`src/rtl/charge_controller.sv`:
```
// Central control FSM of the coin-operated charger.
// It tracks the paid amount and the remaining charge time as two-digit BCD values.
// It also drives the display digits, the blanking flag and the state code.
// Every output comes straight from a register.
module charge_controller #(
  parameter int unsigned MAX_MONEY     = 20,
  parameter int unsigned TIME_PER_COIN = 2,
  parameter int unsigned IDLE_TIMEOUT  = 10,
  parameter int unsigned DONE_HOLD     = 3
) (
  input  logic       clk,
  input  logic       rst_n,
  input  logic       tick,
  input  logic       power_on,
  input  logic       power_off,
  input  logic       coin,
  input  logic       confirm,
  input  logic       cancel,
  output logic [3:0] money_1,
  output logic [3:0] money_2,
  output logic [3:0] time_1,
  output logic [3:0] time_2,
  output logic       no_display,
  output logic [2:0] current_state
);

  typedef enum logic [2:0] {
    StOff    = 3'd0,
    StIdle   = 3'd1,
    StInput  = 3'd2,
    StCharge = 3'd3,
    StDone   = 3'd4
  } state_e;

  localparam logic [6:0] MaxB    = 7'(MAX_MONEY);
  localparam logic [6:0] TpcB    = 7'(TIME_PER_COIN);
  localparam logic [7:0] TmoLim  = 8'(IDLE_TIMEOUT);
  localparam logic [7:0] HoldLim = 8'(DONE_HOLD);

  state_e     state_q, state_d;
  logic [7:0] money_q, money_d;  // {tens, ones} BCD
  logic [7:0] time_q, time_d;    // {tens, ones} BCD
  logic [7:0] tmo_q, tmo_d;      // ticks without a coin in INPUT
  logic [7:0] hold_q, hold_d;    // ticks spent in DONE
  logic       no_display_q, no_display_d;

  function automatic logic [6:0] from_bcd(input logic [7:0] d);
    return ({3'b000, d[7:4]} * 7'd10) + {3'b000, d[3:0]};
  endfunction

  function automatic logic [7:0] to_bcd(input logic [6:0] b);
    return {4'(b / 7'd10), 4'(b % 7'd10)};
  endfunction

  // Next-state and next-value logic; events are decoded in priority order.
  always_comb begin
    state_d      = state_q;
    money_d      = money_q;
    time_d       = time_q;
    tmo_d        = tmo_q;
    hold_d       = hold_q;
    if (power_off) begin
      state_d = StOff;
      money_d = 8'h00;
      time_d  = 8'h00;
      tmo_d   = 8'd0;
      hold_d  = 8'd0;
    end else begin
      case (state_q)
        StOff: begin
          if (power_on) state_d = StIdle;
        end
        StIdle: begin
          if (!cancel && !confirm && coin) begin
            state_d = StInput;
            money_d = to_bcd(7'd1);
            time_d  = to_bcd(TpcB);
            tmo_d   = 8'd0;
          end
        end
        StInput: begin
          if (cancel) begin
            state_d = StIdle;
            money_d = 8'h00;
            time_d  = 8'h00;
            tmo_d   = 8'd0;
          end else if (confirm) begin
            state_d = StCharge;
            tmo_d   = 8'd0;
          end else if (coin) begin
            // A coin beyond the ceiling is swallowed but still proves activity.
            if (from_bcd(money_q) < MaxB) begin
              money_d = to_bcd(from_bcd(money_q) + 7'd1);
              time_d  = to_bcd(from_bcd(time_q) + TpcB);
            end
            tmo_d = 8'd0;
          end else if (tick) begin
            if (tmo_q + 8'd1 >= TmoLim) begin
              state_d = StIdle;
              money_d = 8'h00;
              time_d  = 8'h00;
              tmo_d   = 8'd0;
            end else begin
              tmo_d = tmo_q + 8'd1;
            end
          end
        end
        StCharge: begin
          if (tick) begin
            if (from_bcd(time_q) <= 7'd1) begin
              state_d = StDone;
              time_d  = 8'h00;
              hold_d  = 8'd0;
            end else begin
              time_d = to_bcd(from_bcd(time_q) - 7'd1);
            end
          end
        end
        StDone: begin
          if (tick) begin
            if (hold_q + 8'd1 >= HoldLim) begin
              state_d = StIdle;
              money_d = 8'h00;
              time_d  = 8'h00;
              hold_d  = 8'd0;
            end else begin
              hold_d = hold_q + 8'd1;
            end
          end
        end
        default: begin
          // Unused codes fall back to a clean OFF.
          state_d = StOff;
          money_d = 8'h00;
          time_d  = 8'h00;
          tmo_d   = 8'd0;
          hold_d  = 8'd0;
        end
      endcase
    end
    no_display_d = (state_d == StOff);
  end

  // State and value registers with synchronous active-low reset.
  always_ff @(posedge clk) begin
    if (!rst_n) begin
      state_q      <= StOff;
      money_q      <= 8'h00;
      time_q       <= 8'h00;
      tmo_q        <= 8'd0;
      hold_q       <= 8'd0;
      no_display_q <= 1'b1;
    end else begin
      state_q      <= state_d;
      money_q      <= money_d;
      time_q       <= time_d;
      tmo_q        <= tmo_d;
      hold_q       <= hold_d;
      no_display_q <= no_display_d;
    end
  end

  assign money_1       = money_q[7:4];
  assign money_2       = money_q[3:0];
  assign time_1        = time_q[7:4];
  assign time_2        = time_q[3:0];
  assign no_display    = no_display_q;
  assign current_state = state_q;

endmodule

```
`config.mk`:
```
export PLATFORM = sky130hd
export DESIGN_NAME = charge_controller
export DESIGN_NICKNAME = d
export VERILOG_FILES = /design/src/rtl/charge_controller.sv
export SDC_FILE = /design/constraint.sdc
export NUM_CORES = 1
export LEC_CHECK = 0
export BUFFER_PORTS_ARGS = -buffer_cell sky130_fd_sc_hd__buf_4
export CAP_MARGIN = 20
export CORE_MARGIN = 2
export CORE_UTILIZATION = 25
export DETAILED_ROUTE_END_ITERATION = 10
export PLACE_DENSITY = 0.38
export SYNTH_ARGS = -nofsm -noshare
export SYNTH_HDL_FRONTEND = slang
export SYNTH_SLANG_ARGS = --single-unit
```
`constraint.sdc`:
```
create_clock -name clk -period 4.7 [get_ports clk]
set_clock_uncertainty 0.1 [all_clocks]
set_input_delay 0.94 -clock clk [delete_from_list [all_inputs] [get_ports clk]]
set_output_delay 0.94 -clock clk [all_outputs]
set_load 0.05 [all_outputs]
```
-- Word-level counts from Yosys, hierarchy flattened
Index checks and enable logic that the tools add are counted.
- add/subtract/negate cells: 7
- multipliers: 2
- divide/modulo/power cells: 6
- magnitude comparators: 4
- equal/unequal tests: 14
- muxes and demuxes: 43
- bitwise gates (word level): 5
- reductions and logical operators: 14
- operators with widths (kind ; number):
    $mux 8 ; 26
    $pmux 8 s3 ; 2
    $pmux 8 s5 ; 1
    $mux 3 ; 12
    $pmux 8 s4 ; 1
    $div 7x4->7 const B ; 3
    $mod 7x4->7 const B ; 3
    $add 8x1->8 const B ; 2
    $pmux 3 s5 ; 1
    $add 7x4->7 ; 2
    $mul 4x3->6 const B ; 2
    $ne 4x4->1 const B ; 3
    $ne 2x2->1 const B ; 5
    $reduce_and 9->1 ; 1
    $ge 8x2->1 const B ; 1
    $ge 8x4->1 const B ; 1
    $reduce_and 8->1 ; 1
    $add 7x1->7 const B ; 1
    $add 7x2->7 const B ; 1
    $le 7x1->1 const B ; 1
    $lt 7x5->1 const B ; 1
    $sub 7x1->7 const B ; 1
    $eq 3x2->1 const B ; 2
    $logic_not 3->1 ; 2
    11 further kinds ; 19
- bits in registers: 36
- output and inout bits: 20

-- Logic depth before layout (Yosys ltp)
- depth after elaboration: 10
- mapped depth: 19
- mapped depth without buffers: 17

-- Least setup slack after synthesis
No wires, ideal clock.
- path type: register -> register
- start point: reg time_q[7]
- end point: reg time_q[1]
- setup time: 0.123 ns
- data arrival time: 4.470 ns
- data required time: 4.477 ns
- setup slack: 0.008 ns
- cell stages (with the launch flop): 20
- buffers on the path: 2
- period minus slack after synthesis: 4.692 ns
- path through: dfxtp_1 -> ha_1 -> ha_1 -> fa_1 -> clkbuf_1 -> nor2b_1 -> a32oi_1 -> buf_2 -> xnor3_1 -> a22oi_1 -> o21ai_0 -> and2_1 -> nor3_1 -> ha_1 -> o41a_1 -> o22ai_1 -> xnor2_1 -> o21ai_1 -> a41oi_1 -> o21ai_1
- longest elaborated chain between the ends: 9
- ends and longest elaborated chain (what ; line ; text):
    start: declaration ; 42 ; logic [7:0] time_q, time_d;
    start signal: assignment ; 156 ; time_q <= time_d;
    $mul 4x3->6 * ; 48 ; return ({3'b000, d[7:4]} * 7'd10) + {3'b000, d[3:0]};
    $add 7x4->7 * ; 48 ;
    $add 7x2->7 ; 94 ; time_d = to_bcd(from_bcd(time_q) + TpcB);
    $mod 7x4->7 ; 52 ; return {4'(b / 7'd10), 4'(b % 7'd10)};
    $mux 8 ; 92 ; if (from_bcd(money_q) < MaxB) begin
    $mux 8 ; 90 ; end else if (coin) begin
    $mux 8 ; 87 ; end else if (confirm) begin
    $mux 8 ; 82 ; if (cancel) begin
    $pmux 8 s5 * ; 69 ; case (state_q)
Mark *: on every way between the ends. The rest lies on a longest branch, timed or not. The select of a mux whose other input is x is not followed.
A chain may end at the register's enable or synchronous reset.

-- Worst setup path in the final report
- start point: reg time_q[6]
- end point: reg time_q[1]
The elaborated chain is that of the path after synthesis.

==> summary.md <==
| Metric | Value |
|---|---|
| P_sw | `0.269 mW` |
| Diode insertion count for antenna repair | `0` |
| Portion of the post-synthesis area used by sequential elements | `17.5%` |
| Cell type with the highest aggregate area in the netlist | `dfxtp_1` |
| Type of the worst setup path | `flop to flop` |
| Global-route wire length before repair | `20400 microns` |
| Internal power summed over all cells | `0.649 mW` |
| Power Density | `185 nW/um^2` |
| Logic pwr share | `25.2%` |
| End point of the critical path | `time_q[1]$_SDFFE_PP0P_` |
| Top-area cell type share of the netlist area | `17.5%` |
| Most common cell after layout, fill and taps aside | `buf_4` |
| Number of clock sinks seen by CTS | `36` |
| Pin count of the biggest net entering global routing | `20` |
| RSZ-0062 raised after global routing | `yes` |
| Hold violation count in the final report | `0` |
| Run status | `complete, no violations` |
| TritonCTS clock tree | `built` |
| Proportion of layout cells with a drive suffix above 1 | `15.0%` |
| Gate count of the mapped netlist | `550` |
| Y dimension of the die | `132 microns` |
| Worst-skew pair later-pin latency | `0.29 ns` |
| Setup slack on the worst flop-to-flop path | `0.25 ns` |
| Routed vias/inst | `5.29` |
| H-tree lvl count | `2` |
| Final Max Tran Viols | `0` |
| Root Buffer | `clkbuf_16` |
| Total Power | `0.918 mW` |
| Floorplan die area | `17500 sq um` |
| Placed wire-length estimate | `10100 microns` |
| Sw frac | `29.3%` |
| Residual antenna-violating net count after detailed routing | `0` |
| CP Data Required Time | `4.75 ns` |
| Async S/R FF share, synth | `0%` |
| Ratio of final minimum period to clock period | `94.6%` |
| Core area | `16000 sq um` |
| Kind of start point of the critical path | `flop` |
| Leading register cell type out of synthesis | `dfxtp_1` |
| Post-Layout Cell Count | `817` |
| Net count of the mapped netlist | `594` |
| Highest Clock Rate | `225 MHz` |
| Number of global-route vias before repair | `4029` |
| First-pass iteration count of the detailed router | `5` |
| Instance count after placement with tap cells included | `809` |
| Mean instance size in the synthesized netlist | `7.48 sq um` |
| Number of I/O pins | `28` |
| Reg2reg path depth | `17` |
| Fillers | `1784` |
| Setup TNS | `0 ns` |
| Overflow left after global routing | `0` |
| Count of different cell masters after synthesis | `74` |
| Maximum VDD drop | `0.132 mV` |
| Share of total power in the clock network | `41.1%` |
| Count of hold buffers inserted by post-cts repair | `0` |
| Routed wire length per instance | `15.5 microns` |
| Area of all placed cells without fillers | `4970 sq um` |
| Seq cells post-synth | `36` |
| Worst Hold Class | `flop to flop` |
| Crit path arrival time | `4.50 ns` |
| Final critical delay including setup and external delays | `4.45 ns` |
| Beginning of the critical path | `time_q[6]$_SDFFE_PP0P_` |
| EDFF count, synth | `0` |
| Die X-Extent | `132 microns` |
| Maximum fanout encountered on the critical timing path | `7` |
| Leak pwr | `2.03 nW` |
| Endpoints failing setup | `0` |
| Total GRT Usage | `14.1%` |
| Count of yosys warnings during synthesis | `0` |
| Mapped Area | `4110 sq um` |
| Post-DP Area | `4780 sq um` |
| Maximum Capacitance Violations | `0` |
| Effective utilization at floorplan | `25.7%` |
| Cells taking the most area after synthesis | `dfxtp_1 (18%), ha_1 (9.7%), nor2_1 (5.2%)` |
| RR Startpoint | `time_q[6]$_SDFFE_PP0P_` |
| Total clock buffers created by CTS | `5` |
| Total DRC errors in the routed layout | `0` |
| Slew @ Worst Pin | `0.780 ns` |
| Worst hold slack | `0.381 ns` |
| Vias after detailed routing | `4320` |
| Tightest slew margin relative to the limit | `47.6%` |
| Final Net Count | `644` |
| Area Growth Syn to Fin | `20.7%` |
| PortBufs | `27` |
| Initial antenna violation count | `0` |
| Num rows | `46` |
| 1st-iter DRT viols | `307` |
| Reg-to-reg endpoint | `time_q[1]$_SDFFE_PP0P_` |
| Clock edge transition at the registers on the reported setup and hold paths | `0.06 ns` |
| Buffers from clock root to sink, at most | `2` |
| Top library cells by usage in the layout, fill and taps aside | `buf_4 (63), nor2_1 (57), nand2_1 (44), a21oi_1 (37), dfxtp_1 (36)` |
| Reg power frac | `33.7%` |
| Endpoint kind of the worst setup timing path | `flop` |
| DRT Wirelength | `12700 microns` |
| Routability Congestion | `0.854` |
worst min-delay path by stage:
stage	start	to	slack [ns]	cells past startpoint
finish	hold_q[6]$_SDFFE_PP0P_	hold_q[6]$_SDFFE_PP0P_	0.38	1
global route	hold_q[6]$_SDFFE_PP0P_	hold_q[6]$_SDFFE_PP0P_	0.42	1
CTS	hold_q[6]$_SDFFE_PP0P_	hold_q[6]$_SDFFE_PP0P_	0.39	1
detailed placement	hold_q[6]$_SDFFE_PP0P_	hold_q[6]$_SDFFE_PP0P_	0.37	1
global placement	hold_q[6]$_SDFFE_PP0P_	hold_q[6]$_SDFFE_PP0P_	0.37	1
floorplan	hold_q[6]$_SDFFE_PP0P_	hold_q[6]$_SDFFE_PP0P_	0.34	1
power groups by stage:
stage          combinational, mW  clock (mW)  sequential [mW]
2_1_floorplan              0.147           0            0.323
3_3_place_gp               0.227           0            0.316
3_5_place_dp               0.227           0            0.316
4_1_cts                    0.228       0.388            0.310
5_1_grt                    0.256       0.403            0.310
6_report                   0.232       0.377            0.310
cells by family after synthesis:
kind of cell	count (synthesis)	share of synthesized area (%)
AND/OR/NAND/NOR	215	25.5
adder cells (fa/ha/maj)	38	12.2
AO/OA/AOI/OAI	181	30.9
flip-flops	36	17.5
multiplexers	5	1.25
buffers and inverters	39	3.65
XOR/XNOR	36	9.03
state kept, by name (all words and copies together) (netlist names):
name and flops:
no_display 1, money_q 8, hold_q 8, tmo_q 8
current_state 3, time_q 8
timing repair:
| action | CTS | global route |
|---|---|---|
| resized for setup | 0 | 6 |
| setup endpoints to repair | 0 | 4 |
| hold endpoints to repair | 0 | 0 |
| buffers inserted | 0 | 0 |
layer usage:
| metal | share of wire (%) | up-vias | GRT usage, % |
|---|---|---|---|
| met5 | 0 | - | 0 |
| met4 | 0.90 | 0 | 2.87 |
| met3 | 3.9 | 13 | 2.23 |
| met2 | 46 | 102 | 22.9 |
| met1 | 50 | 2026 | 19.8 |
| li1 | - | 2179 | - |
cell type report:
type / instances / area (sq um) / share of cell area [%]
Clock buffer: 6 / 129 / 2.60
Clock inverter: 2 / 35.0 / 0.705
Inverter: 19 / 71.3 / 1.44
Multi-Input combinational cell: 475 / 3270 / 65.8
Sequential cell: 36 / 721 / 14.5
Tap cell: 216 / 270 / 5.44
Timing Repair Buffer: 63 / 473 / 9.52
per-stage QoR:
stage,utilization [%],setup slack (ns)
2_1_floorplan,-,0.00767
5_1_grt,31.0,-0.0212
6_report,31.0,0.254
4_1_cts,30.9,0.164
3_5_place_dp,29.9,0.191
3_3_place_gp,29.9,0.190
cells in the mapped netlist, drive strengths merged, types with 7 or more instances:
library cell,instances
and2,12
nand4,7
inv,19
a211oi,14
xor2,13
a31oi,7
a21o,7
and3,11
nor2b,7
clkbuf,16
dfxtp,36
nor3,22
o22ai,8
nand3,26
nor2,57
ha,32
nand2,44
a21oi,38
o21ai,36
xnor2,20
o211ai,9
critical path, cell delays in order, from the launching register on:
cell and delay [ns]:
dfxtp_1 0.41, ha_1 0.29, ha_1 0.40, a21oi_2 0.37
a21oi_1 0.25, or4_1 0.55, nand2_1 0.18, xor2_1 0.12
or3_1 0.41, o211ai_1 0.12, o41a_1 0.24, inv_1 0.06
ha_1 0.20, buf_4 0.15, o21ai_0 0.06, nand2_1 0.07
a32oi_1 0.19, o21ai_1 0.13
(Power assumes the default switching activity.)
